--- src/rtl/alu_pkg.sv ---
// alu_pkg: opcode encoding and legality helper for the shared ALU.
package alu_pkg;
    localparam int ALU_OP_W = 3;
    localparam logic [ALU_OP_W-1:0] ALU_ADD = 3'd0;
    localparam logic [ALU_OP_W-1:0] ALU_SUB = 3'd1;
    localparam logic [ALU_OP_W-1:0] ALU_AND = 3'd2;
    localparam logic [ALU_OP_W-1:0] ALU_OR  = 3'd3;
    function automatic logic alu_op_legal(input logic [ALU_OP_W-1:0] op);
        return op <= ALU_OR;
    endfunction
endpackage

--- src/rtl/alu.sv ---
// alu: shared combinational ALU with equality and illegal-opcode flags.
module alu
    import alu_pkg::*;
#(
    parameter int W = 32
) (
    input  logic [ALU_OP_W-1:0] op,
    input  logic [W-1:0]        a,
    input  logic [W-1:0]        b,
    output logic [W-1:0]        y,
    output logic                zero,
    output logic                err
);
    assign y = op == ALU_ADD ? a + b :
               op == ALU_SUB ? a - b :
               op == ALU_AND ? a & b :
               op == ALU_OR  ? a | b : '0;
    assign zero = a == b;
    assign err  = !alu_op_legal(op);
endmodule

--- src/rtl/rr_arb2.sv ---
// rr_arb2: two-way round-robin grant; the pointer names who wins a tie.
module rr_arb2 (
    input  logic       clk,
    input  logic       reset_n,
    input  logic [1:0] elig,
    output logic [1:0] grant
);
    logic rr;
    assign grant = &elig ? (rr ? 2'b10 : 2'b01) : elig;
    always_ff @(posedge clk or negedge reset_n) begin
        if (!reset_n) rr <= 1'b0;
        else if (|grant) rr <= grant[0];
    end
endmodule

--- src/rtl/alu_share_arbiter.sv ---
// alu_share_arbiter: two requesters share one ALU; results land in
// per-requester one-entry response registers with 1-cycle latency.
module alu_share_arbiter
    import alu_pkg::*;
#(
    parameter int W     = 32,
    parameter int TAG_W = 4
) (
    input  logic                clk,
    input  logic                reset_n,
    input  logic [1:0]          req_valid,
    output logic [1:0]          req_ready,
    input  logic [ALU_OP_W-1:0] req_op0,
    input  logic [ALU_OP_W-1:0] req_op1,
    input  logic [W-1:0]        req_a0,
    input  logic [W-1:0]        req_b0,
    input  logic [W-1:0]        req_a1,
    input  logic [W-1:0]        req_b1,
    input  logic [TAG_W-1:0]    req_tag0,
    input  logic [TAG_W-1:0]    req_tag1,
    output logic [1:0]          rsp_valid,
    input  logic [1:0]          rsp_ready,
    output logic [W-1:0]        rsp_data0,
    output logic [W-1:0]        rsp_data1,
    output logic                rsp_zero0,
    output logic                rsp_zero1,
    output logic                rsp_err0,
    output logic                rsp_err1,
    output logic [TAG_W-1:0]    rsp_tag0,
    output logic [TAG_W-1:0]    rsp_tag1
);
    logic [1:0]          elig, grant, zero_q, err_q;
    logic [ALU_OP_W-1:0] op;
    logic [W-1:0]        a, b, y;
    logic [TAG_W-1:0]    tag;
    logic                zero, err;
    logic [W-1:0]        data_q [2];
    logic [TAG_W-1:0]    tag_q [2];
    // a slot draining this cycle may accept a new result back-to-back
    assign elig = req_valid & (~rsp_valid | rsp_ready) & {2{reset_n}};
    assign req_ready = grant;
    rr_arb2 u_arb (.clk(clk), .reset_n(reset_n), .elig(elig), .grant(grant));
    assign op  = grant[1] ? req_op1  : req_op0;
    assign a   = grant[1] ? req_a1   : req_a0;
    assign b   = grant[1] ? req_b1   : req_b0;
    assign tag = grant[1] ? req_tag1 : req_tag0;
    alu #(.W(W)) u_alu (.op(op), .a(a), .b(b), .y(y), .zero(zero), .err(err));
    always_ff @(posedge clk or negedge reset_n) begin
        if (!reset_n) begin
            rsp_valid <= '0;
            zero_q    <= '0;
            err_q     <= '0;
            for (int i = 0; i < 2; i++) begin
                data_q[i] <= '0;
                tag_q[i]  <= '0;
            end
        end else begin
            for (int i = 0; i < 2; i++) begin
                if (grant[i]) begin
                    rsp_valid[i] <= 1'b1;
                    data_q[i]    <= y;
                    zero_q[i]    <= zero;
                    err_q[i]     <= err;
                    tag_q[i]     <= tag;
                end else if (rsp_ready[i]) begin
                    rsp_valid[i] <= 1'b0;
                end
            end
        end
    end
    assign rsp_data0 = data_q[0];
    assign rsp_data1 = data_q[1];
    assign rsp_tag0  = tag_q[0];
    assign rsp_tag1  = tag_q[1];
    assign rsp_zero0 = zero_q[0];
    assign rsp_zero1 = zero_q[1];
    assign rsp_err0  = err_q[0];
    assign rsp_err1  = err_q[1];
endmodule

--- config.mk ---
export PLATFORM = sky130hd
export DESIGN_NAME = alu_share_arbiter
export DESIGN_NICKNAME = d
export VERILOG_FILES = /design/src/rtl/alu_pkg.sv /design/src/rtl/alu.sv /design/src/rtl/rr_arb2.sv /design/src/rtl/alu_share_arbiter.sv
export SDC_FILE = /design/constraint.sdc
export NUM_CORES = 1
export LEC_CHECK = 0
export CAP_MARGIN = 20
export CORE_MARGIN = 4
export CORE_UTILIZATION = 40
export CTS_CLUSTER_DIAMETER = 200
export DETAILED_ROUTE_END_ITERATION = 8
export PLACE_DENSITY = 0.78
export SLEW_MARGIN = 25
export SYNTH_ARGS = -nofsm -noshare
export SYNTH_HDL_FRONTEND = slang
export SYNTH_SLANG_ARGS = --single-unit
--- constraint.sdc ---
create_clock -name clk -period 4.2 [get_ports clk]
set_clock_uncertainty 0.2 [all_clocks]
set_input_delay 0.63 -clock clk [delete_from_list [all_inputs] [get_ports clk]]
set_output_delay 0.63 -clock clk [all_outputs]
set_load 0.01 [all_outputs]
; ---- Word level (Yosys, flattened, before mapping)
; Index checks and enable logic that the tools add are counted.
; Widths: inputs -> output; s select.
[totals]
register_bits = 79
inputBits = 148
output_inout_bits = 80
[classes]
n_addsub = 2
order_cmp = 1
eq_ne = 4
n_mux = 14
bitwise_logic = 6
n_reduce_logical = 6
[ops]
columns = cell, n
row1 = $mux 32, 6
row2 = $add 32x32->32, 1
row3 = $and 32x32->32, 1
row4 = $eq 32x32->1, 1
row5 = $or 32x32->32, 1
row6 = $sub 32x32->32, 1
row7 = $eq 3x2->1 const B, 2
row8 = $and 2x2->2, 2
row9 = $mux 1, 4
row10 = $mux 2, 2
row11 = $mux 4, 1
row12 = $reduce_bool 2->1, 2
row13 = $eq 3x1->1 const B, 1
row14 = $le 3x2->1 const B, 1
row15 = $logic_not 3->1, 1
row16 = $mux 3, 1
row17 = $not 2->2, 1
row18 = $or 2x2->2, 1
row19 = $reduce_and 2->1, 1
row20 = $reduce_or 2->1, 1
row21 = $logic_not 1->1, 1

; ---- Depth between registers and ports, before layout
; Gate-level depths: netlist of the first run.
[depth]
word_depth = 12
depth_mapped = 18
ltp_nobuf = 16

; ---- By module
; A second synthesis of the first run with hierarchy kept.
[hier_totals]
hier_cells = 1029
hier_area_um2 = 8862.2
[modules_own_cells]
columns = mod, n_inst, cells_each, area_per_inst_um2
row1 = alu, 1, 771, 5014.8
row2 = alu_share_arbiter, 1, 252, 3794.9
row3 = rr_arb2, 1, 6, 52.6

; ---- Worst setup path before layout of the first run
; OpenSTA, ideal clock, no wires.
[synth_timing]
kind = input to register
startpoint = in rsp_ready[0]
endpoint = reg data_q, in the netlist rsp_data1[22]
setup_ps = 131
t_arrival_ps = 4191
required_time_ps = 3869
slack_ps = -322
cell_stages = 16
n_path_buf = 3
path_cell_list = nor2b_1 o311ai_4 buf_4 buf_6 clkbuf_1 mux2i_1 inv_1 ha_1 or3_4 nand2b_1 or3_4 o31ai_2 o21ai_1 a311o_1 o22ai_1 o21ai_1
[synth_via]
elab_chain_cells = 11
word_cells_on_any_way = 20
classes_between = 2 x add/sub / 3 x eq/ne / 8 x mux / 5 x bitwise / 2 x reduce/logical
[synth_rtl]
columns = item, line_no
row1 = "start, declared", alu_share_arbiter.sv:22  ; input logic [1:0] rsp_ready,
row2 = $or 2x2->2 *, alu_share_arbiter.sv:40  ; assign elig = req_valid & (~rsp_valid | rsp_ready) & {2{reset_n}};
row3 = $and 2x2->2 * (2 in a row), alu_share_arbiter.sv:40
row4 = $reduce_and 2->1 *, rr_arb2.sv:9  ; assign grant = &elig ? (rr ? 2'b10 : 2'b01) : elig;
row5 = $mux 2 *, rr_arb2.sv:9
row6 = branches (longest 6 deep; another with $sub 32x32->32), --
row7 = "end signal, assigned by index", alu_share_arbiter.sv:61  ; data_q[i] <= y;
row8 = "end, declared", alu_share_arbiter.sv:37  ; logic [W-1:0] data_q [2];
; Mark *: on every way between the ends.
; A chain may end at the register's enable or synchronous reset.

; ---- Worst setup path in the final report of the first run
[layout_timing]
startpoint = reg rsp_valid[0]
endpoint = reg data_q, in the netlist rsp_data1[23]
[layout_via]
elab_chain_cells = 12
word_cells_on_any_way = 21
classes_between = 2 x add/sub / 3 x eq/ne / 8 x mux / 6 x bitwise / 2 x reduce/logical
[layout_rtl]
columns = item, line_no
row1 = "start, declared", alu_share_arbiter.sv:21  ; output logic [1:0] rsp_valid,
row2 = "start signal, assigned", alu_share_arbiter.sv:50  ; rsp_valid <= '0;
row3 = "start signal, assigned by index", alu_share_arbiter.sv:60  ; rsp_valid[i] <= 1'b1;
row4 = "start signal, assigned by index", alu_share_arbiter.sv:66  ; rsp_valid[i] <= 1'b0;
row5 = $not 2->2 *, alu_share_arbiter.sv:40
row6 = $or 2x2->2 *, alu_share_arbiter.sv:40
row7 = $and 2x2->2 * (2 in a row), alu_share_arbiter.sv:40
row8 = $reduce_and 2->1 *, rr_arb2.sv:9
row9 = $mux 2 *, rr_arb2.sv:9
row10 = branches (longest 6 deep; another with $sub 32x32->32), --
; Marked as above.

==> results of run 1 <==
repair_timing:
| action | in CTS | in global routing |
|---|---|---|
| cloned | 2 | 0 |
| setup buffers | 16 | 9 |
| endpoints found under the setup margin | 56 | 54 |
| pin swaps | 28 | 19 |
| resized for setup | 124 | 70 |
how the worst min path moves through the flow:
stage | cells after the start | slack, ns | from | end
floorplan | 0 | 0.13 | reset_n | err_q[0]
global placement | 2 | 0.26 | rsp_tag0[1] | rsp_tag0[1]
detailed placement | 2 | 0.26 | rsp_data0[11] | rsp_data0[11]
CTS | 2 | 0.18 | reset_n | rsp_data0[11]
global route | 2 | 0.18 | reset_n | rsp_data1[5]
finish | 2 | 0.15 | reset_n | err_q[0]
synth_stat cells, types with 6 or more instances:
cell type and n:
nand2b_1 10, o221ai_1 8, dfrtp_1 79, buf_2 17, clkbuf_8 8, clkbuf_1 36
mux2_2 7, a21o_1 9, a31oi_1 11, o211ai_1 18, inv_1 106, nor4_1 17
buf_6 9, nand2_1 249, or3_1 8, a221o_1 6, o21a_1 13, a21oi_1 86
o21ai_0 86, nand4_1 9, a211oi_1 21, nor2b_1 14, o21bai_1 9, nor3_1 29
ha_1 95, nand3_1 19, o31ai_1 19, o21ai_1 17, mux2i_1 42, xnor2_1 6
nor2_1 79
kinds of logic (layout without fill, tap and decap cells):
kind of cell,after synthesis,count (layout)
buffers and inverters,184,802
XOR/XNOR,8,8
adder cells (fa/ha/maj),97,97
AND/OR/NAND/NOR,461,461
multiplexers,53,53
AO/OA/AOI/OAI,400,400
flip-flops,79,79
area by class of cell:
type / count / area [um2]
clock buffers: 10 / 239
flip-flops and latches: 79 / 1980
fillers: 1889 / 6980
repair buffers: 677 / 5880
inverters: 109 / 417
clock inverters: 6 / 46.3
well taps: 319 / 399
multi-input cells: 1019 / 7610
flip-flops by register name, indices dropped and copies added, names as in the netlist:
name       cells
rsp_data1     32
rsp_tag1       4
err_q          2
rsp_data0     32
rsp_valid      2
zero_q         2
u_arb.rr       1
rsp_tag0       4
power by group:
part           internal, mW  switching, mW  total, mW
Sequential            0.954          0.132       1.09
Clock                 0.418          0.318      0.736
Combinational          1.77           1.81       3.59
Total                  3.14           2.27       5.41
worst reg2reg max path, stage by stage, from the launching register on:
cell and delay (ns):
dfrtp_1 0.38, nor2b_4 0.13, o311ai_4 0.31, buf_4 0.27, inv_6 0.08, bufbuf_16 0.28, nand2_1 0.08, nand2_2 0.07
ha_4 0.25, buf_2 0.17, a21oi_4 0.17, o211ai_4 0.11, a21o_4 0.25, a21oi_4 0.21, o21bai_2 0.14, nor4b_4 0.15
o41a_1 0.52, o41ai_2 0.41
routing by layer:
metal / global-route usage, % / vias up
li1: - / 5796
met1: 46.5 / 6034
met2: 56.8 / 638
met3: 5.62 / 98
met4: 11.2 / 0
met5: 0 / -
layout by cell type, fill, tap and decap left out, types with 18 or more instances in the layout:
cell and count:
dfrtp_1 79, nor2_1 76, nand2_1 242, mux2i_1 25
o21ai_1 21, nand3_1 19, inv_1 100, o21ai_0 78
a211oi_1 19, nor3_1 22, a21oi_1 76, clkdlybuf4s50_1 222
ha_1 72, o211ai_1 18, buf_4 428
==> key figures, run 1 <==
Run status
  – Status: finished, violations left
  – Failing checks: setup timing

Detailed routing
  – Final routed DRC violation total: 0
  – First DRT Iteration DRCs: 1104
  – Vias per cell: 5.66
  – Met2 WL post-DR: ~22000 um
  – Wirelength per Cell: 22.0 um
  – WL final: 48800 um
  – Via Count: 12600
  – Drt first pass iters: 9
  – Top sig layer: met4
  – Post-Route M1 WL: 21000 um
  – Post-route ant nets: 0
  – Met3 WL: between 3000 and 4000 um

Clock tree
  – Root Buffer: clkbuf_16
  – Clock transition at path regs: 0.06 ns
  – Clock Sinks: approximately 80
  – Cts bufs inserted: 9
  – Clk buf depth: 2
  – Hold buffer count at CTS: 0
  – H-Tree Depth: 3
  – Clock latency on the worst-skew pair: ~0.33 ns
  – CTS tree: built

Yosys
  – Yosys top cell area share: 20.6%
  – Adder-cell area share of the yosys netlist: between 10% and 20%
  – YS warnings: 0
  – Largest family of logic cells by synthesized area: compound AO/OA/AOI/OAI gates
  – Complex-gate fraction of the synthesized area: 29.4%
  – EDFF count, synth: 0
  – Sequential area share after synthesis: between 20% and 30%
  – Most used DFF post-synth: dfrtp_1
  – Synth Area in XOR/XNOR: less than 1%
  – Asr flop ratio synth: 100%
  – Post-synthesis mux area share: 5.71%
  – Largest cells by area after synthesis: dfrtp_1, ha_1, nand2_1
  – Leading area contributor after synthesis: dfrtp_1
  – Synth Register Bits: 79
  – Yosys cell types: 97
  – Post-synthesis cell count: 1282
  – Syn Nets: 1527
  – Syn avg cell area: around 7.5 um2
  – Mapped cell area: between 9000 and 10000 um2
  – Post-Synth Simple-Gate Area: between 20% and 30%

Critical path
  – Register-to-Register Path Depth: 17
  – Max incr delay on CP: 0.52 ns
  – Crit path arrival time: between 4 and 5 ns
  – Worst path cell trace: nor2b_4 -> o311ai_4 -> buf_4 -> inv_6 -> bufbuf_16 -> nand2_1 -> nand2_2 -> ha_4 -> buf_2 -> a21oi_4 -> o211ai_4 -> a21o_4 -> a21oi_4 -> o21bai_2 -> nor4b_4 -> o41a_1 -> o41ai_2
  – Worst Path Max Fanout: 7
  – CP Class: reg -> reg
  – RR Endpoint: rsp_data1[23]
  – CP startpoint: rsp_valid[0]
  – CP Launch Type: flip-flop
  – CP most frequent cell: a21oi_4
  – Crit path max-delay family: compound AO/OA/AOI/OAI gates
  – CP required: about 4.2 ns
  – Reg2reg setup slack: -0.09 ns
  – CP bufs+invs: 4
  – R2R Path Start: rsp_valid[0]
  – Critical Path End Type: flip-flop
  – Slowest stage cell, crit path: o41a_1
  – End point of the critical path: rsp_data1[23]
  – Critical Path Stages: 17

STA
  – RSZ-0062 raised after global routing: yes
  – FMAX: around 230 MHz
  – Worst Hold Slack: around 0.15 ns
  – Final min period: 4.29 ns
  – Fin worst setup slack: -0.0911 ns
  – Worst-Margin Slew: 0.651 ns
  – Final period util: 102%
  – Pins Over Slew Limit: 0
  – Final Hold Fails: 0
  – Rel. slew slack: approximately 57%
  – Final Setup Violations: 15
  – Final setup TNS: -0.433 ns

Floorplan
  – Die Y: 163 um
  – Rows: 56
  – Starting Density: 40.7%
  – Core area: between 20000 and 25000 um2
  – DIE AREA: about 26000 um2
  – IO Pins: 228
  – Die W: ~160 um

Global route
  – Grt total ovfl: 0
  – First-pass GRT wire length: 70900 um
  – Largest net degree at the start of global routing: 66
  – Vias in the first global route: 12200
  – GRT Overall Usage: 34.6%
  – Initial antenna violation count: 0

Placement
  – Routability cong.: about 1.1
  – Port-buffer cells: 227
  – Dpl cells: 2180
  – DP Wirelength: roughly 38000 um
  – DP Worst Slack: -1.16 ns
  – DP Area: 15200 um2

Layout
  – Area grow syn2layout: 72.9%
  – Post-layout util: 70.4%
  – Finished Cell Area: 16600 um2
  – Diodes inserted: 0
  – Fin cells: 2219
  – Share of layout cells above drive strength 1: 34.1%
  – Fin nets: 2140

Hold path
  – Hold Path Class: in -> async

Power
  – Pwr per Cell Area: 327 nW/um2
  – LEAKAGE: 7.72 nW
  – Tot Pwr: around 5.4 mW
  – Maximum vdd drop: 0.246 mV

Run
  – Max Cap Violations: 0
No activity file was read; power rests on OpenSTA's default activity.
==> inputs of run 2 (changes only) <==
- CELL_PAD_IN_SITES_DETAIL_PLACEMENT: unset -> 1
- CELL_PAD_IN_SITES_GLOBAL_PLACEMENT: unset -> 1
- CORE_UTILIZATION: 40 -> 34
- PLACE_DENSITY: 0.78 -> 0.89
==> run 2 against run 1 <==
Against the previous run:
- the flow now stops in 5_1_grt
- synthesized cell count unchanged
- area after synthesis unchanged
==> key figures, run 2 <==
Floorplan
  – Starting Density: 34.5%
  – Die W: 176 um
  – IO Pins: around 230
  – Rows: 61
  – Die Y: 176 um

Run status
  – Stage reached: 5_1_grt
  – Status: aborted with a tool error
  – Log Error: [ERROR GRT-0232] Routing congestion too high. Check the congestion heatmap in the GUI.

Yosys
  – YS warnings: 0
  – Syn Nets: roughly 1500
  – Synth Register Bits: just under 80
  – Most used DFF post-synth: dfrtp_1
  – Asr flop ratio synth: 100%
  – Syn avg cell area: 7.47 um2
  – Mapped cell area: about 9600 um2
  – Post-synth top cells: nand2_1, inv_1, ha_1, a21oi_1, o21ai_0
  – Yosys cell types: just under 100
  – Leading cell type by number of instances after synthesis: nand2_1
  – Post-synthesis cell count: 1282
  – Largest cells by area after synthesis: dfrtp_1, ha_1, nand2_1
  – EDFF count, synth: 0
  – Sequential area share after synthesis: 20.6%
  – Leading area contributor after synthesis: dfrtp_1
  – Yosys top cell area share: 20.6%

Placement
  – Port-buffer cells: around 230
  – DP Wirelength: 43700 um
  – Routability cong.: ~1.1

Global route
  – Grt total ovfl: 6
  – Largest net degree at the start of global routing: 66
  – GRT Overall Usage: 73.8%
  – Initial antenna violation count: 7

Clock tree
  – Clk buf depth: 2
  – H-Tree Depth: 3
  – Clock Sinks: 79
  – Root Buffer: clkbuf_16
  – Cts bufs inserted: 9

STA
  – Worst_ep grt: rsp_data1[20]$_DFFE_PN0N_/D
  – Worst EP kind: sequential cell input
run 2: cell counts after synthesis:
No cell type changed its count.
run 2: cell families after synthesis:
family	synth area share, %
AO/OA/AOI/OAI	29.4
XOR/XNOR	0.731
adder cells (fa/ha/maj)	12.8
buffers and inverters	9.17
flip-flops	20.6
multiplexers	5.71
AND/OR/NAND/NOR	21.6
run 2: stage by stage:
stage	std cells	setup slack, ns	area (um2)	hold slack [ns]
floorplan	1282	-0.0140	9690	0.134
global placement	2184	-1.10	14800	0.257
detailed placement	2184	-1.29	14800	0.261
CTS	2239	-0.0633	16600	0.179
run 2: timing repair:
action	in CTS
pin swaps	67
endpoints found under the setup margin	58
buffers inserted	38
cloned	2
hold buffers	0
resized for setup	261
run 2: routing by layer:
metal	GRT usage (%)	GRT overflow
met1	73.3	0
met4	71.0	1
met2	88.2	5
met5	40.5	0
met3	61.6	0
==> inputs of run 3 (changes only) <==
- CELL_PAD_IN_SITES_DETAIL_PLACEMENT: 1 -> unset
- CELL_PAD_IN_SITES_GLOBAL_PLACEMENT: 1 -> unset
- CORE_UTILIZATION: 34 -> 25
- CTS_CLUSTER_DIAMETER: 200 -> unset
- PLACE_DENSITY: 0.89 -> unset
- PLACE_DENSITY_LB_ADDON: unset -> 0.15
- clock period: 4.2 -> 5.5 ns (I/O delays scaled with it)
==> run 3 against run 2 <==
Against the previous run:
- the flow now finishes without violations
==> key figures, run 3 (same netlist as run 1, synthesis figures left out) <==
Critical path
  – CP most frequent cell: buf_4
  – Slowest stage cell, crit path: clkdlybuf4s50_1
  – CP Launch Type: primary input
  – Worst Path Max Fanout: 33
  – Crit path arrival time: 5.24 ns
  – CP Class: in -> reg
  – Critical Path Stages: 18
  – Worst path cell trace: clkdlybuf4s50_1 -> nor2b_1 -> o311ai_4 -> buf_4 -> buf_12 -> mux2i_1 -> inv_1 -> ha_1 -> or3_4 -> nand2b_1 -> or3_4 -> o21a_1 -> buf_4 -> o211ai_1 -> o311ai_0 -> a21oi_2 -> buf_4 -> o21ai_1
  – Crit path max-delay family: buffers and inverters
  – Critical Path End Type: flip-flop
  – Register-to-Register Path Depth: 17
  – CP bufs+invs: 6
  – CP required: 5.50 ns
  – Max incr delay on CP: between 0.4 and 0.5 ns

STA
  – RSZ-0062 raised after global routing: no
  – Final Setup Violations: 0
  – Worst-Margin Slew: 0.897 ns
  – Fin worst setup slack: between 0.2 and 0.3 ns
  – Pins Over Slew Limit: 0
  – Final Hold Fails: 0
  – FMAX: 191 MHz
  – Final period util: 95.3%
  – Rel. slew slack: 38.9%
  – Worst Hold Slack: 0.273 ns
  – Final min period: 5.24 ns

Layout
  – Area grow syn2layout: 40.9%
  – Most used cells in the layout excluding fill and tap cells: nand2_1, clkdlybuf4s50_1, buf_4
  – Fin cells: 2100
  – Layout fillers: 4097
  – Diodes inserted: 0
  – Share of layout cells above drive strength 1: 13.3%
  – Commonest non-fill, non-tap cell in the layout: nand2_1
  – Finished Cell Area: 13500 um2
  – Fin nets: approximately 1800

Clock tree
  – CTS tree: built
  – H-Tree Depth: 3
  – Hold buffer count at CTS: 0
  – Clock transition at path regs: 0.06 ns
  – Clock latency on the worst-skew pair: 0.33 ns
  – Root Buffer: clkbuf_16
  – Clock Sinks: 79
  – Setup Fix Bufs, Post-CTS: 0
  – Clk buf depth: 2
  – Cts bufs inserted: 9

Floorplan
  – Die Y: 204 um
  – Starting Density: roughly a quarter
  – IO Pins: 228
  – Die W: 204 um
  – Core area: 37800 um2
  – DIE AREA: 41500 um2
  – Rows: 71

Detailed routing
  – WL final: a little over 40000 um
  – Post-route ant nets: 0
  – Wirelength per Cell: 19.6 um
  – Drt first pass iters: 5
  – Vias per cell: 5.02
  – Via Count: 10500
  – Final routed DRC violation total: 0
  – First DRT Iteration DRCs: 794

Global route
  – Vias in the first global route: a little over 10000
  – Grt total ovfl: 0
  – Initial antenna violation count: 1
  – GRT Overall Usage: a little under a fifth
  – Largest net degree at the start of global routing: between 60 and 70
  – First-pass GRT wire length: 61800 um

Hold path
  – Hold Path Depth: 2
  – Hold Path Class: reg -> reg

Run
  – Max Cap Violations: 0

Placement
  – DP Area: 13100 um2
  – DP Worst Slack: -0.169 ns
  – DP Wirelength: between 30000 and 40000 um
  – Dpl cells: 2083
  – Routability cong.: around 0.94
  – Port-buffer cells: about 230

Run status
  – Status: completed

Power
  – Maximum vdd drop: between 0.1 and 0.15 mV
  – Pwr per Cell Area: 266 nW/um2
  – LEAKAGE: ~6 nW
run 3: worst reg2reg max path: cells and delay by family (launching register included):
family / cells / cell delay [ns]
flops: 1 / 0.38
fa+ha+maj: 1 / 0.36
compound gates: 6 / 1.33
mux: 1 / 0.36
buf+inv: 5 / 0.89
simple gates: 4 / 1.08
run 3: where the power goes:
group	switching, mW	internal (mW)	total (mW)
Clock	0.234	0.456	0.690
Sequential	0.0857	0.728	0.814
Combinational	1.14	0.944	2.08
run 3: final timing paths:
check / startpoint / end / slack, ns
worst max-delay path: rsp_ready[0] / rsp_data0[18] / 0.26
worst min register to register: rsp_data0[27] / rsp_data0[27] / 0.27
max in group asynchronous: reset_n / rsp_data1[24] / 4.01
min in group asynchronous: reset_n / u_arb.rr / 0.28
worst min-delay path: rsp_data0[27] / rsp_data0[27] / 0.27
worst max register to register: rsp_valid[0] / rsp_data0[18] / 0.76
run 3: what timing repair did:
action,4_1_cts,5_1_grt
hold endpoints to repair,0,0
gates resized for setup,0,2
endpoints found under the setup margin,0,4
run 3: per-layer routing:
metal	share of wire (%)	GRT usage (%)
met2	44	29.6
met3	6.7	2.70
met1	48	27.9
met4	1.7	4.19
met5	0.032	0
run 3: area by class of cell:
class	instances	area [um2]	share of cell area (%)
multi-input cells	1019	6750	50.0
repair buffers	366	3370	25.0
flip-flops and latches	79	1980	14.6
well taps	511	639	4.74
inverters	109	409	3.03
clock buffers	11	243	1.80
clock inverters	5	105	0.779
run 3: per-stage QoR:
step                TNS [ns]  util [%]  total power, mW
floorplan                  0         -             1.86
global placement      -0.468      34.7             2.88
detailed placement    -0.383      34.7             2.89
CTS                        0      35.7             3.60
global route               0      35.7             3.82
finish                     0      35.7             3.59
